### config.mk
export PLATFORM = sky130hd
export DESIGN_NAME = rom_seq_reader
export DESIGN_NICKNAME = d
export VERILOG_FILES = /design/src/rtl/rom_seq_reader.sv
export SDC_FILE = /design/constraint.sdc
export NUM_CORES = 1
export LEC_CHECK = 0
export CAP_MARGIN = 25
export CORE_ASPECT_RATIO = 1.1
export CORE_MARGIN = 4
export CORE_UTILIZATION = 38
export DETAILED_ROUTE_END_ITERATION = 7
export PLACE_DENSITY = 0.73
export SYNTH_ARGS = -nofsm -noshare
export SYNTH_HDL_FRONTEND = slang
export SYNTH_SLANG_ARGS = --single-unit
### constraint.sdc
create_clock -name clk -period 1.5 [get_ports clk]
set_clock_uncertainty 0.15 [all_clocks]
set_input_delay 0.45 -clock clk [delete_from_list [all_inputs] [get_ports clk]]
set_output_delay 0.45 -clock clk [all_outputs]
set_load 0.01 [all_outputs]
### src/rtl/rom_seq_reader.sv
// Burst reader over a fixed address-pattern ROM, one beat per cycle.
// Ports: clk, rst_n, req_* (burst request), rsp_* (beat stream), busy.
// Optional: ROM_SEQ_READER_PARITY_EN adds rsp_parity (XOR of rsp_data).
module rom_seq_reader #(
  parameter int DATA_W = 16,
  parameter int ADDR_W = 4
) (
  input  logic              clk,
  input  logic              rst_n,
  input  logic              req_valid,
  output logic              req_ready,
  input  logic [ADDR_W-1:0] req_addr,
  input  logic [ADDR_W-1:0] req_len,
  output logic              rsp_valid,
  input  logic              rsp_ready,
  output logic [DATA_W-1:0] rsp_data,
  output logic              rsp_last,
  output logic              busy
`ifdef ROM_SEQ_READER_PARITY_EN
  ,
  output logic              rsp_parity
`endif
);

  typedef enum logic {
    IDLE,
    BURST
  } state_t;

  state_t            state;
  logic [ADDR_W-1:0] addr;
  logic [ADDR_W-1:0] cnt;
  logic [ADDR_W-1:0] addr_nxt;

  // Word a is a repeated from the LSB, so bit b is a[b mod ADDR_W].
  function automatic logic [DATA_W-1:0] word(
    input logic [ADDR_W-1:0] a
  );
    logic [DATA_W-1:0] w;
    w = '0;
    for (int b = 0; b < DATA_W; b++) begin
      w[b] = a[b % ADDR_W];
    end
    return w;
  endfunction

  assign addr_nxt = addr + 1'b1;

  always_ff @(posedge clk or negedge rst_n) begin
    if (!rst_n) begin
      state      <= IDLE;
      req_ready  <= 1'b0;
      busy       <= 1'b0;
      rsp_valid  <= 1'b0;
      rsp_last   <= 1'b0;
      rsp_data   <= '0;
      addr       <= '0;
      cnt        <= '0;
`ifdef ROM_SEQ_READER_PARITY_EN
      rsp_parity <= 1'b0;
`endif
    end else begin
      unique case (state)
        IDLE: begin
          req_ready <= 1'b1;
          if (req_valid && req_ready) begin
            state     <= BURST;
            req_ready <= 1'b0;
            busy      <= 1'b1;
            addr      <= req_addr;
            cnt       <= req_len;
            rsp_valid <= 1'b1;
            rsp_last  <= (req_len == '0);
            rsp_data  <= word(req_addr);
`ifdef ROM_SEQ_READER_PARITY_EN
            rsp_parity <= ^word(req_addr);
`endif
          end
        end
        BURST: begin
          if (rsp_valid && rsp_ready) begin
            if (rsp_last) begin
              state     <= IDLE;
              req_ready <= 1'b1;
              busy      <= 1'b0;
              rsp_valid <= 1'b0;
              rsp_last  <= 1'b0;
            end else begin
              // cnt counts beats still to come after the current one.
              addr     <= addr_nxt;
              cnt      <= cnt - 1'b1;
              rsp_last <= (cnt == ADDR_W'(1));
              rsp_data <= word(addr_nxt);
`ifdef ROM_SEQ_READER_PARITY_EN
              rsp_parity <= ^word(addr_nxt);
`endif
            end
          end
        end
        default: state <= IDLE;
      endcase
    end
  end

endmodule

# After elaboration in Yosys (flattened, before gate mapping)
# Index checks and enable logic that the tools add are counted.
[totals]
ff_bits = 28
input_bits = 12
out_inout_bits = 20
[op_classes]
addsub = 2
eq_ne = 5
mux = 28
bitwise_logic = 1
reduce_logical = 7
[op_table]
columns = ["op", "n"]
rows = [
  ["16-bit 2-to-1 mux", 3],
  ["16-bit one-hot mux with 2 select lines", 1],
  ["4-bit 2-to-1 mux", 6],
  ["4-bit one-hot mux with 2 select lines", 2],
  ["1-bit 2-to-1 mux", 12],
  ["1-bit one-hot mux with 2 select lines", 4],
  ["2-bit inequality test, second input constant", 3],
  ["3-bit AND reduction", 2],
  ["4-bit by 1-bit adder with 4-bit output, second input constant", 1],
  ["4-bit by 1-bit == test with 1-bit output, second input constant", 1],
  ["4-bit zero test", 1],
  ["2-bit AND reduction", 2],
  ["4-bit by 1-bit subtractor with 4-bit output, second input constant", 1],
  ["1-bit logical AND", 2],
  ["2-bit by 1-bit inequality test with 1-bit output, second input constant", 1],
  ["1-bit NOT", 1],
]

# Longest topological paths before layout
[depth]
word_depth = 4
ltp_mapped = 5
depth_no_buf = 5

# Worst setup path before layout
# No wires, ideal clock.
[synth_timing]
path_kind = "input port to flip-flop"
startpoint = "input port req_valid"
endpoint = "register rsp_last"
setup_ns = 0.128
arrival_time_ns = 1.215
t_required_ns = 1.222
setup_slack_ns = 0.007
path_stages = 4
path_cell_list = "and3b_1 buf_2 a31oi_1 mux2_1"
[synth_via]
elab_chain_len = 3
[synth_lines]
columns = ["item", "line_no", "text"]
rows = [
  ["from (decl)", "10", "input logic req_valid,"],
  ["1-bit logical AND", "66", "if (req_valid && req_ready) begin"],
  ["2-bit inequality test (no line)", "n/a", ""],
  ["2-bit AND reduction (no line)", "n/a", ""],
  ["to (signal assigned)", "73", "rsp_last <= (req_len == '0);"],
  ["to (signal assigned)", "92", "rsp_last <= (cnt == ADDR_W'(1));"],
  ["to (decl)", "17", "output logic rsp_last,"],
]
# No other way between the ends.
# A chain may end at the register's enable or synchronous reset.

# Worst setup path in the final report
[layout_timing]
startpoint = "register rsp_last"
endpoint = "register cnt[2]"
[layout_via]
elab_chain_len = 2
[layout_lines]
columns = ["item", "line_no", "text"]
rows = [
  ["2-bit inequality test (no line)", "n/a", ""],
  ["3-bit AND reduction (no line)", "n/a", ""],
  ["to (signal assigned)", "71", "cnt <= req_len;"],
  ["to (signal assigned)", "91", "cnt <= cnt - 1'b1;"],
  ["to (decl)", "32", "logic [ADDR_W-1:0] cnt;"],
]
# No other way between the ends.

==> flow_summary.json <==
{
  "run_status": "complete, but fails checks",
  "failing_checks": "negative setup slack",
  "regToRegEndpoint": "cnt[2]",
  "post_synth.cell_area_avg_sq_um": 9.14,
  "globalRouteTotalUtil_pct": 15.9,
  "finalCriticalPeriod_ns": 1.51,
  "detailedRoute.firstPassIterationCount": 4,
  "critPathMaxStageDelay_ns": 0.41,
  "ys.warnings.count": 0,
  "area_growth_pct": 47.7,
  "power.share.combinational_pct": 66.5,
  "timing.critical_path.to_type": "flip-flop",
  "drv.max_cap_violation_count": 0,
  "slew_limit_headroom_pct": 78.5,
  "post_cts_hold_buffer_count": 0,
  "synth_area_sq_um": 805,
  "synth_top_cells_by_area": "dfrtp_1, buf_4, ha_1, nor3_1, a21oi_1",
  "dp.final_hpwl_mm": 1.60,
  "port-buffer-count": 31,
  "drive_gt1_share_pct": 42.3,
  "grt_remaining_overflow": 0,
  "tritoncts": "built",
  "width_of_the_chip_um": 51.9,
  "cellInternalPower_uw": 1440,
  "wl_met2_mm": 1.07,
  "ys_seq_elements": 12,
  "finalWeightedCongestion": 0.774,
  "hold_class": "in2async",
  "tritoncts.num_buffers": 3,
  "clock_tree.htree_level_count": 1,
  "postRouteWirelength_mm": 2.18,
  "route.detailed.drc": 0,
  "synth_cell_type_count": 28,
  "multi_input_comb_area_sq_um": 414,
  "drt-vias-per-instance": 5.09,
  "worst_ep_arrival_time_ns": 1.51,
  "core-area_sq_um": 2020,
  "final_min_period_over_clock_period_pct": 100,
  "worst_pin_slew_ns": 0.321,
  "finalMaxSlewViolations": 0,
  "final_antenna_net_count": 0,
  "vias": 804,
  "numClockSinks": 12,
  "timing.final.setup_violations": 1,
  "crit_chain": "buf_6, and4b_1, nor2_2, a221o_1",
  "clock_latency_ns": 0.27,
  "fin_ws_ns": -0.00664,
  "postLayoutCoreUtil_pct": 58.8,
  "worst-endpoint-required_ns": 1.50,
  "grt_first_pass_wirelength_mm": 3.58,
  "synth_nets": 103,
  "worst_r2r_startpoint": "rsp_last",
  "switching_share_pct": 42.5,
  "library_cell_contributing_the_largest_single_delay_on_the_critical_path": "dfrtp_1",
  "ant_cells": 0,
  "hold_viol": 0,
  "die_area_sq_um": 2920,
  "met3_wirelength_um": 216,
  "initial_antenna_violation_count": 0,
  "grt_start_max_net_pins": 13,
  "vdd_ir_drop_max_v": 0.00111,
  "via_count_of_the_first_global_routing_pass": 800,
  "dr.first_iter.drc_count": 12,
  "yosysTopAreaCell": "dfrtp_1",
  "dieHeight_um": 56.3,
  "fillers": 204,
  "initial_core_util_pct": 39.8,
  "num_io_pins": 32,
  "net_count_of_the_finished_layout": 147,
  "route.detailed.wl_per_inst_um": 13.8,
  "ff2ff_path_depth": 4,
  "crit_fanout": 6,
  "synth_cells": 88,
  "cts.reportedPaths.clkPinSlew_ns": 0.08,
  "timing.critical_path.from_type": "flip-flop",
  "total_switching_power_uw": 1070,
  "register_area_sq_um": 302,
  "unrepaired_setup_endpoints_after_global_routing": "true",
  "path_class": "reg2reg",
  "dr.max_layer_used": "met4",
  "power_per_cell_area_nw_per_um2": 2110,
  "num_rows": 17,
  "ys_seq_area_share_pct": 37.3,
  "synth_top_area_share_pct": 37.3,
  "timing.fmax_ghz": 0.664,
  "pre_cts_ws_ns": -0.486,
  "wirelength_met1_um": 844,
  "timing.critical_path.from": "rsp_last",
  "cellLeakagePower_uw": 0.000584,
  "share_seq_of_total_power_pct": 25.4,
  "critPathCapture": "cnt[2]",
  "ff2ff_setup_slack_ns": -0.007,
  "power_frac_clock_pct": 8.0,
  "clock-root-buffer": "clkbuf_4",
  "clockBufferDepth": 2
}
-- Yosys cell counts, drive strengths merged --
cell     n
buf     16
dfrtp   12
nor3     7
a21oi    5
nand2    5
o21ai    5
inv      4
nand2b   4
ha       3
nand3    3
a221o    2
a31oi    2
and2     2
and4     2
mux2i    2
nor2b    2
o32ai    2
a22o     1
and3     1
and3b    1
and4b    1
mux2     1
nand3b   1
nand4b   1
nor2     1
nor4     1
nor4b    1
-- stage by stage --
step,power [uW],cells,hold WS (ns),TNS [ns],cell area [sq um]
CTS,2380,155,0.334,0,1140
global route,2730,158,0.342,-0.126,1190
finish,2510,158,0.321,-0.00664,1190
detailed placement,2300,148,0.402,-4.32,1160
global placement,2250,148,0.402,-3.50,1160
floorplan,1640,88,0.00441,0,805
-- flip-flops by register name (all words and copies together) (netlist names) --
signal / flops
busy: 1
state: 1
cnt: 4
req_ready: 1
rsp_data: 4
rsp_last: 1
-- routing by layer --
metal | GRT usage [%] | up-vias
met2 | 26.0 | 35
li1 | - | 390
met1 | 18.7 | 373
met5 | 0 | -
met3 | 3.71 | 6
met4 | 8.61 | 0
-- logic make-up after synthesis --
| family | share of synthesized area (%) |
|---|---|
| muxes | 3.89 |
| AOI/OAI and AO/OA | 13.5 |
| buffers and inverters | 16.2 |
| adders and majority gates | 4.67 |
| DFF | 37.3 |
| and+or+nand+nor | 24.4 |
-- repair_timing --
action / 4_1_cts / 5_1_grt
resized for setup: 87 / 9
pin swaps: 4 / 6
setup buffers: 5 / 3
setup endpoints to repair: 29 / 9
cloned: 0 / 0
-- placed cells by master, fill, tap and decap left out, drive strengths merged --
cell type      instances
nor2                   1
mux2                   1
nand3                  3
nand2b                 4
nand2                  5
nor2b                  2
a31oi                  2
mux2i                  2
nand3b                 1
nor4b                  1
o32ai                  2
o21ai                  5
and4                   2
ha                     3
and4b                  1
and3                   1
inv                    4
nand4b                 1
dfrtp                 12
dlygate4sd2            3
nor4                   1
nor3                   7
and2                   2
clkbuf                 4
dlymetal6s2s           1
a21oi                  5
buf                   43
clkdlybuf4s50          7
a22o                   1
a221o                  2
and3b                  1
-- power groups by stage --
stage	combinational, uW	clock [uW]	sequential [uW]
6_report	1670	202	640
3_3_place_gp	1610	0	641
3_5_place_dp	1650	0	651
4_1_cts	1550	198	634
2_1_floorplan	933	0	703
5_1_grt	1840	213	675
-- worst min-delay path by stage --
stage / startpoint / end / slack (ns)
after floorplan: rst_n / busy / 0.004
final: rst_n / rsp_data[12] / 0.32
after detailed placement: cnt[1] / cnt[1] / 0.40
after global placement: cnt[1] / cnt[1] / 0.40
after global routing: rst_n / rsp_data[12] / 0.34
after CTS: rst_n / rsp_data[12] / 0.33
-- area by class of cell --
| class | count | area share, % |
|---|---|---|
| clock buffers | 3 | 1.89 |
| inverters | 4 | 1.26 |
| multi-input cells | 56 | 34.8 |
| flip-flops and latches | 12 | 25.4 |
| well taps | 28 | 2.95 |
| repair buffers | 55 | 33.7 |
-- worst max-delay path, delay by kind of cell (launching register included) --
family,cells,cell delay (ns)
AND/OR/NAND/NOR,2,0.37
AO/OA/AOI/OAI,1,0.32
flip-flops,1,0.41
buffers and inverters,1,0.14
Power figures use the tool's default switching activity.
